<file path="config.mk">
export PLATFORM = sky130hd
export DESIGN_NAME = plc_timer_bank
export DESIGN_NICKNAME = d
export VERILOG_FILES = /design/src/rtl/plc_timer_bank.sv
export SDC_FILE = /design/constraint.sdc
export NUM_CORES = 1
export LEC_CHECK = 0
export CORE_MARGIN = 2
export CORE_UTILIZATION = 42
export CTS_BUF_LIST = sky130_fd_sc_hd__clkbuf_16
export DETAILED_ROUTE_END_ITERATION = 16
export PLACE_DENSITY = 0.61
export SETUP_SLACK_MARGIN = 0.05
export SLEW_MARGIN = 20
export SYNTH_ARGS = -nofsm -noshare
export SYNTH_HDL_FRONTEND = slang
export SYNTH_SLANG_ARGS = --single-unit
</file>
<file path="constraint.sdc">
create_clock -name clk -period 16.5 [get_ports clk]
set_input_delay 4.95 -clock clk [delete_from_list [all_inputs] [get_ports clk]]
set_output_delay 4.95 -clock clk [all_outputs]
set_load 0.02 [all_outputs]
</file>
<file path="src/rtl/plc_timer_bank.sv">
`timescale 1ns/1ps
// plc_timer_bank
// Multi-channel IEC-style timer bank (TON / TOF / TP per channel) on a shared
// prescaled timebase, with a global MAN / AUTO / IDLE mode select.
//
// Ports:
//   clk, rst     system clock, asynchronous active-high reset
//   auto_sel     AUTO mode request
//   man_sel      MAN mode request (wins over auto_sel)
//   start        per-channel start/run command
//   cfg_we       configuration write strobe
//   cfg_ch       channel addressed by a configuration write
//   cfg_mode     00 TON, 01 TOF, 10 TP, 11 disabled
//   cfg_preset   preset in timer ticks
//   ctrl         per-channel control output
//   done         one-cycle expiry pulse per channel
//   busy         channel accumulator counting toward its preset
module plc_timer_bank #(
  parameter int NCH        = 4,
  parameter int CNT_W      = 16,
  parameter int TICK_DIV   = 1,
  parameter int DEF_PRESET = 20,
  localparam int CH_W      = (NCH > 1) ? $clog2(NCH) : 1
) (
  input  logic             clk,
  input  logic             rst,
  input  logic             auto_sel,
  input  logic             man_sel,
  input  logic [NCH-1:0]   start,
  input  logic             cfg_we,
  input  logic [CH_W-1:0]  cfg_ch,
  input  logic [1:0]       cfg_mode,
  input  logic [CNT_W-1:0] cfg_preset,
  output logic [NCH-1:0]   ctrl,
  output logic [NCH-1:0]   done,
  output logic [NCH-1:0]   busy
);

  localparam int PS_W = (TICK_DIV > 1) ? $clog2(TICK_DIV) : 1;

  localparam logic [1:0] MODE_TON = 2'b00;
  localparam logic [1:0] MODE_TOF = 2'b01;
  localparam logic [1:0] MODE_TP  = 2'b10;
  localparam logic [1:0] MODE_DIS = 2'b11;

  typedef enum logic [1:0] {EM_IDLE, EM_MAN, EM_AUTO} emode_t;

  emode_t           em;
  emode_t           em_q;
  logic [PS_W-1:0]  ps_cnt;
  logic             tick;

  logic [1:0]       mode   [NCH];
  logic [CNT_W-1:0] preset [NCH];
  logic [CNT_W-1:0] acc    [NCH];
  logic [CNT_W-1:0] acc_n  [NCH];

  logic [NCH-1:0]   q, q_n;
  logic [NCH-1:0]   done_r, done_n;
  logic [NCH-1:0]   busy_r, busy_n;
  logic [NCH-1:0]   start_d, rise, cfg_hit;

  assign em   = man_sel ? EM_MAN : (auto_sel ? EM_AUTO : EM_IDLE);
  assign rise = start & ~start_d;

  // Free-running timebase; with TICK_DIV=1 the counter stays at 0 and tick is
  // permanently high.
  assign tick = (ps_cnt == PS_W'(TICK_DIV - 1));

  always_ff @(posedge clk or posedge rst) begin
    if (rst)       ps_cnt <= '0;
    else if (tick) ps_cnt <= '0;
    else           ps_cnt <= ps_cnt + PS_W'(1);
  end

  // Per-channel timer next state. Timers only run in AUTO and are held
  // cleared on the edge where the effective mode changes.
  always_comb begin
    for (int i = 0; i < NCH; i++) begin
      acc_n[i]   = acc[i];
      q_n[i]     = q[i];
      done_n[i]  = 1'b0;
      busy_n[i]  = 1'b0;
      cfg_hit[i] = cfg_we && (cfg_ch == CH_W'(i));
      if (em != EM_AUTO || em != em_q || mode[i] == MODE_DIS) begin
        acc_n[i] = '0;
        q_n[i]   = 1'b0;
      end else begin
        case (mode[i])
          MODE_TON: begin
            if (!start[i]) begin
              acc_n[i] = '0;
              q_n[i]   = 1'b0;
            end else if (preset[i] == '0) begin
              q_n[i]    = 1'b1;
              done_n[i] = ~q[i];
            end else if (tick && acc[i] < preset[i]) begin
              acc_n[i] = acc[i] + CNT_W'(1);
              if (acc[i] + CNT_W'(1) == preset[i]) begin
                q_n[i]    = 1'b1;
                done_n[i] = 1'b1;
              end
            end
            busy_n[i] = start[i] & ~q_n[i];
          end
          MODE_TOF: begin
            if (start[i]) begin
              acc_n[i] = '0;
              q_n[i]   = 1'b1;
            end else if (q[i]) begin
              if (preset[i] == '0) begin
                q_n[i]    = 1'b0;
                done_n[i] = 1'b1;
              end else if (tick) begin
                acc_n[i] = acc[i] + CNT_W'(1);
                if (acc[i] + CNT_W'(1) == preset[i]) begin
                  q_n[i]    = 1'b0;
                  done_n[i] = 1'b1;
                end
              end
            end
            busy_n[i] = q_n[i] & ~start[i];
          end
          MODE_TP: begin
            // Retriggers are ignored while the pulse is running.
            if (q[i]) begin
              if (tick) begin
                acc_n[i] = acc[i] + CNT_W'(1);
                if (acc[i] + CNT_W'(1) == preset[i]) begin
                  q_n[i]    = 1'b0;
                  done_n[i] = 1'b1;
                end
              end
            end else if (rise[i] && preset[i] != '0) begin
              q_n[i]   = 1'b1;
              acc_n[i] = '0;
            end
            busy_n[i] = q_n[i];
          end
          default: ;
        endcase
      end
    end
  end

  // A configuration write takes precedence over any timer event on the same
  // channel, including an expiry landing on that edge.
  always_ff @(posedge clk or posedge rst) begin
    if (rst) begin
      em_q    <= EM_IDLE;
      start_d <= '0;
      q       <= '0;
      done_r  <= '0;
      busy_r  <= '0;
      for (int i = 0; i < NCH; i++) begin
        mode[i]   <= MODE_TON;
        preset[i] <= CNT_W'(DEF_PRESET);
        acc[i]    <= '0;
      end
    end else begin
      em_q    <= em;
      start_d <= start;
      for (int i = 0; i < NCH; i++) begin
        if (cfg_hit[i]) begin
          mode[i]   <= cfg_mode;
          preset[i] <= cfg_preset;
          acc[i]    <= '0;
          q[i]      <= 1'b0;
          done_r[i] <= 1'b0;
          busy_r[i] <= 1'b0;
        end else begin
          acc[i]    <= acc_n[i];
          q[i]      <= q_n[i];
          done_r[i] <= done_n[i];
          busy_r[i] <= busy_n[i];
        end
      end
    end
  end

  // MAN is a combinational pass-through, so it is gated by rst directly to
  // keep the outputs low for the whole reset.
  always_comb begin
    ctrl = '0;
    done = '0;
    busy = '0;
    if (!rst) begin
      case (em)
        EM_MAN: begin
          for (int i = 0; i < NCH; i++)
            ctrl[i] = start[i] && (mode[i] != MODE_DIS);
        end
        EM_AUTO: begin
          ctrl = q;
          done = done_r;
          busy = busy_r;
        end
        default: ;
      endcase
    end
  end

endmodule

</file>
# Word-level counts from Yosys, hierarchy flattened
# Index checks and enable logic that the tools add are counted.
# op_classes
addsub,5
order_cmp,4
eq_ne,47
n_mux,189
bitwise,23
n_reduce_logical,42
# op_table
operator,count
16-bit 2-to-1 mux,44
16-bit case mux with 3 select lines,4
1-bit 2-to-1 mux,121
"5-bit inequality test, second input constant",20
"16-bit by 1-bit adder with 16-bit output, second input constant",4
16-bit equality test,4
16-bit zero test,4
16-bit less-than comparator,4
16-bit nonzero test,4
1-bit case mux with 3 select lines,12
6-bit AND reduction,4
"2-bit equality test, second input constant",11
4-bit 2-to-1 mux,5
5-bit nonzero test,4
1-bit logical AND,16
1-bit inverter,13
"2-bit by 1-bit equality test with 1-bit output, second input constant",6
2-bit zero test,5
"2-bit inequality test, second input constant",5
1-bit AND,8
4-bit case mux with 2 select lines,1
1-bit logical OR,5
4-bit AND,1
2-bit 2-to-1 mux,2
3 further kinds,3
# word_totals
register_bits,155
in_bits,29
out_inout_bits,12

# Logic depth before layout (Yosys ltp)
# logic_depth
ltp_word,13
depth_mapped,12
mapped_depth_nobuf,10

# Least setup slack after synthesis
# Ideal clock, no wire load.
# synth_timing
path_type,input to output
startpoint,input rst
endpoint,output busy[0]
t_arrival_ns,8.839
path_slack_ns,2.711
cell_stages,2
path_cell_list,inv_1 -> and3_1
# synth_via
elab_chain_len,1
# synth_rtl
element,line_no,source
start: declaration,26,"input logic rst,"
4-bit 2-to-1 mux,187,if (!rst) begin
end: declaration,36,output logic [NCH-1:0] busy
# No other way between the ends.

# Worst setup path in the final report
# layout_timing
startpoint,input rst
endpoint,output busy[1]
# Same word-level chain as after synthesis.

==> impl_results.md <==
- Final hold viol count: 0
- Starting density of the core: 42.9%
- Root Buffer: clkbuf_16
- CTS buffer count: 17
- Yosys cell types: 79
- Switching share of power: 35.3%
- Comb power frac: 25.0%
- Area Growth Syn to Fin: 10.2%
- Vias in the first global route: 9433
- Post-Syn Instances: 1324
- Rows: 60
- Commonest non-fill, non-tap cell in the layout: dfrtp_1
- Initial antenna violation count: 0
- Setup violations, final: 0
- Final Util: 47.2%
- Non-Filler Instances: 1673
- Leakage: 5.53 nW
- Fin crit share: 73.8%
- PwrDens: 89.0 mW/mm^2
- Register clock-pin slew on the reported worst setup and hold paths: 0.07 ns
- Pre-Repair DR Iteration Count: 5
- Core area: 0.0270 sq mm
- Reg power frac: 40.9%
- Pins Over Slew Limit: 0
- Iteration-0 DRC count of the detailed router: 843
- Max transition margin: 32.4%
- Ys async rst share: 100%
- Area of placed instances: 0.0122 sq mm
- Outcome: completed
- Final TNS setup: 0 ns
- Total GRT Usage: 22.4%
- Reg2Reg Capture Point: acc[48]
- Port Buffers: 40
- Yosys top cell by area: dfrtp_1
- Final nets: 1432
- Clock Sinks: 154
- Unrepaired setup endpoints after global routing: no
- Die Wd: 170 microns
- FMAX: 0.0821 GHz
- Most frequent cells in the layout: dfrtp_1 (146), nand2_1 (122), inv_1 (88), ha_1 (84), o21ai_0 (80)
- Wire per inst: 18.8 microns
- Cell Area, Synth: 0.0116 sq mm
- Crit path arrival time: 7.23 ns
- Post-synth EDFFs: 0
- CTS tree: built
- First-pass GRT wire length: 51400 microns
- Final Cell Area: 0.0127 sq mm
- Max-Cap Viols: 0
- Final Wtd Congestion: 0.868
- Crit. End Element: output port
- Clk Latency, worst-skew pair: 0.44 ns
- Setup crit end: busy[1]
- Share of layout cells above drive strength 1: 9.91%
- Internal: 733 uW
- DR DRC count: 0
- Post-CTS resize count: 0
- YS warnings: 0
- Post-synthesis sequential area ratio: 33.4%
- Crit-path max FO: 98
- Req. time, crit path: 11.55 ns
- Fillers: 2540
- Post-CTS Hold Buffers: 0
- CP Launch Type: input port
- Least-Margin Pin Slew: 1.01 ns
- Cells after DPL: 1641
- Crit path time final: 12.18 ns
- WL final: 31400 microns
- Via count: 9959
- Area contributors post-synth: dfrtp_1 (32%), ha_1 (9.1%), mux2_2 (5.7%)
- Clk buf depth: 2
- Yosys top cell area share: 31.6%
- Setup crit start: rst
- Largest net degree at the start of global routing: 99
- WS Path Type: in -> out
- Total grt overflow: 0
- R2R Path Start: acc[57]
- Most used DFF post-synth: dfrtp_1
- Post-CTS Setup Bufs: 0
- Final setup margin: 4.32 ns
- Psw: 400 uW
- Synthesis-stage register bit count: 154
- Pre-CTS setup slack: 4.25 ns
- I/O Pins: 41
- HPWL Detailed: 22600 microns
- Reg2reg setup slack: 13.05 ns
- Syn Area/Cell: 8.72 sq um
- Die footprint: 0.0288 sq mm
- Via density: 5.95
- Skew final: 0.0195 ns
- Worst hold path class: reg -> reg
- Diode count: 0
- Clk pwr share: 34.2%
- Worst VDD drop: 0.0777 mV
- Worst reg2reg path depth: 9
- CTS HTree Levels: 4
- Die height: 170 microns
- Syn Nets: 1437
- Routed Antenna Nets: 0
-- layer usage --
| metal | track usage (%) | part of all wire [%] | vias to the layer above |
|---|---|---|---|
| met4 | 6.06 | 1.0 | 0 |
| met1 | 32.0 | 48 | 4870 |
| met3 | 2.81 | 4.4 | 24 |
| met2 | 35.9 | 46 | 233 |
| met5 | 0 | 0 | - |
| li1 | - | - | 4832 |
-- per-stage QoR --
stage                     power [mW]  hold slack [ns]
after floorplan                0.665            0.503
after CTS                       1.14            0.549
after global routing            1.20            0.559
after global placement         0.742            0.529
after detailed placement       0.748            0.540
final                           1.13            0.545
-- cell type report --
| cell class | instances | area (sq um) | share of cell area (%) |
|---|---|---|---|
| clock buffer | 17 | 425 | 3.34 |
| timing repair buffer | 49 | 468 | 3.68 |
| sequential | 154 | 3860 | 30.4 |
| inverter | 89 | 339 | 2.66 |
| multi-input combinational | 1008 | 7070 | 55.6 |
| clock inverter | 15 | 133 | 1.04 |
| tap | 341 | 427 | 3.35 |
-- power groups by stage --
stage	clock network (mW)	logic, mW	registers (mW)
final	0.387	0.283	0.463
after global placement	0	0.274	0.468
after global routing	0.410	0.318	0.469
after CTS	0.394	0.282	0.462
after detailed placement	0	0.279	0.469
after floorplan	0	0.216	0.449
-- sequential cells by signal, indices dropped and copies added (netlist names) --
name     flops
em_q         2
start_d      4
busy_r       4
preset      64
q            4
acc         64
done_r       4
mode         8
-- synthesized netlist by cell type, types with 4 or more instances --
master / n
nand2b_1: 10
buf_2: 15
a22o_1: 14
o32ai_1: 4
inv_1: 89
nor2_1: 78
or3_1: 7
o41ai_1: 6
mux2_2: 58
a32o_1: 15
and2_1: 5
nor3_1: 38
xor2_1: 29
ha_1: 84
o22ai_1: 8
nand2_1: 122
and3_1: 26
a21oi_1: 75
o211ai_1: 20
or4_1: 5
o211a_1: 4
a211oi_1: 10
and4_1: 11
mux2i_1: 7
nor3b_1: 7
xnor2_1: 46
nor2b_1: 15
dfrtp_1: 146
nor4_1: 28
o21ai_0: 80
clkbuf_1: 51
nand3b_1: 6
dfstp_2: 8
o21a_1: 6
a21o_1: 19
o31ai_1: 15
nand3_1: 48
o21bai_1: 4
a31oi_1: 13
nand4_1: 22
clkbuf_2: 4
-- cells by family (layout without fill, tap and decap cells) --
family | count (synthesis) | count (layout) | synth area share, %
buf+inv | 162 | 170 | 5.47
xor+xnor | 75 | 75 | 5.69
compound gates | 335 | 335 | 19.7
flops | 154 | 154 | 33.4
fa+ha+maj | 84 | 84 | 9.10
mux | 65 | 65 | 6.26
simple gates | 449 | 449 | 20.3
-- worst min-delay path by stage --
stage / from / end / slack [ns] / cells after the start
floorplan: preset[52] / preset[52] / 0.50 / 2
global placement: preset[52] / preset[52] / 0.53 / 2
detailed placement: preset[16] / preset[16] / 0.54 / 1
CTS: preset[52] / preset[52] / 0.55 / 2
global route: preset[52] / preset[52] / 0.56 / 2
finish: preset[52] / preset[52] / 0.55 / 2
-- worst max-delay path, stage by stage --
cell	delay [ns]
clkdlybuf4s50_1	0.62
inv_6	0.72
and3_1	0.28
clkdlybuf4s50_1	0.60
(Power assumes the default switching activity.)
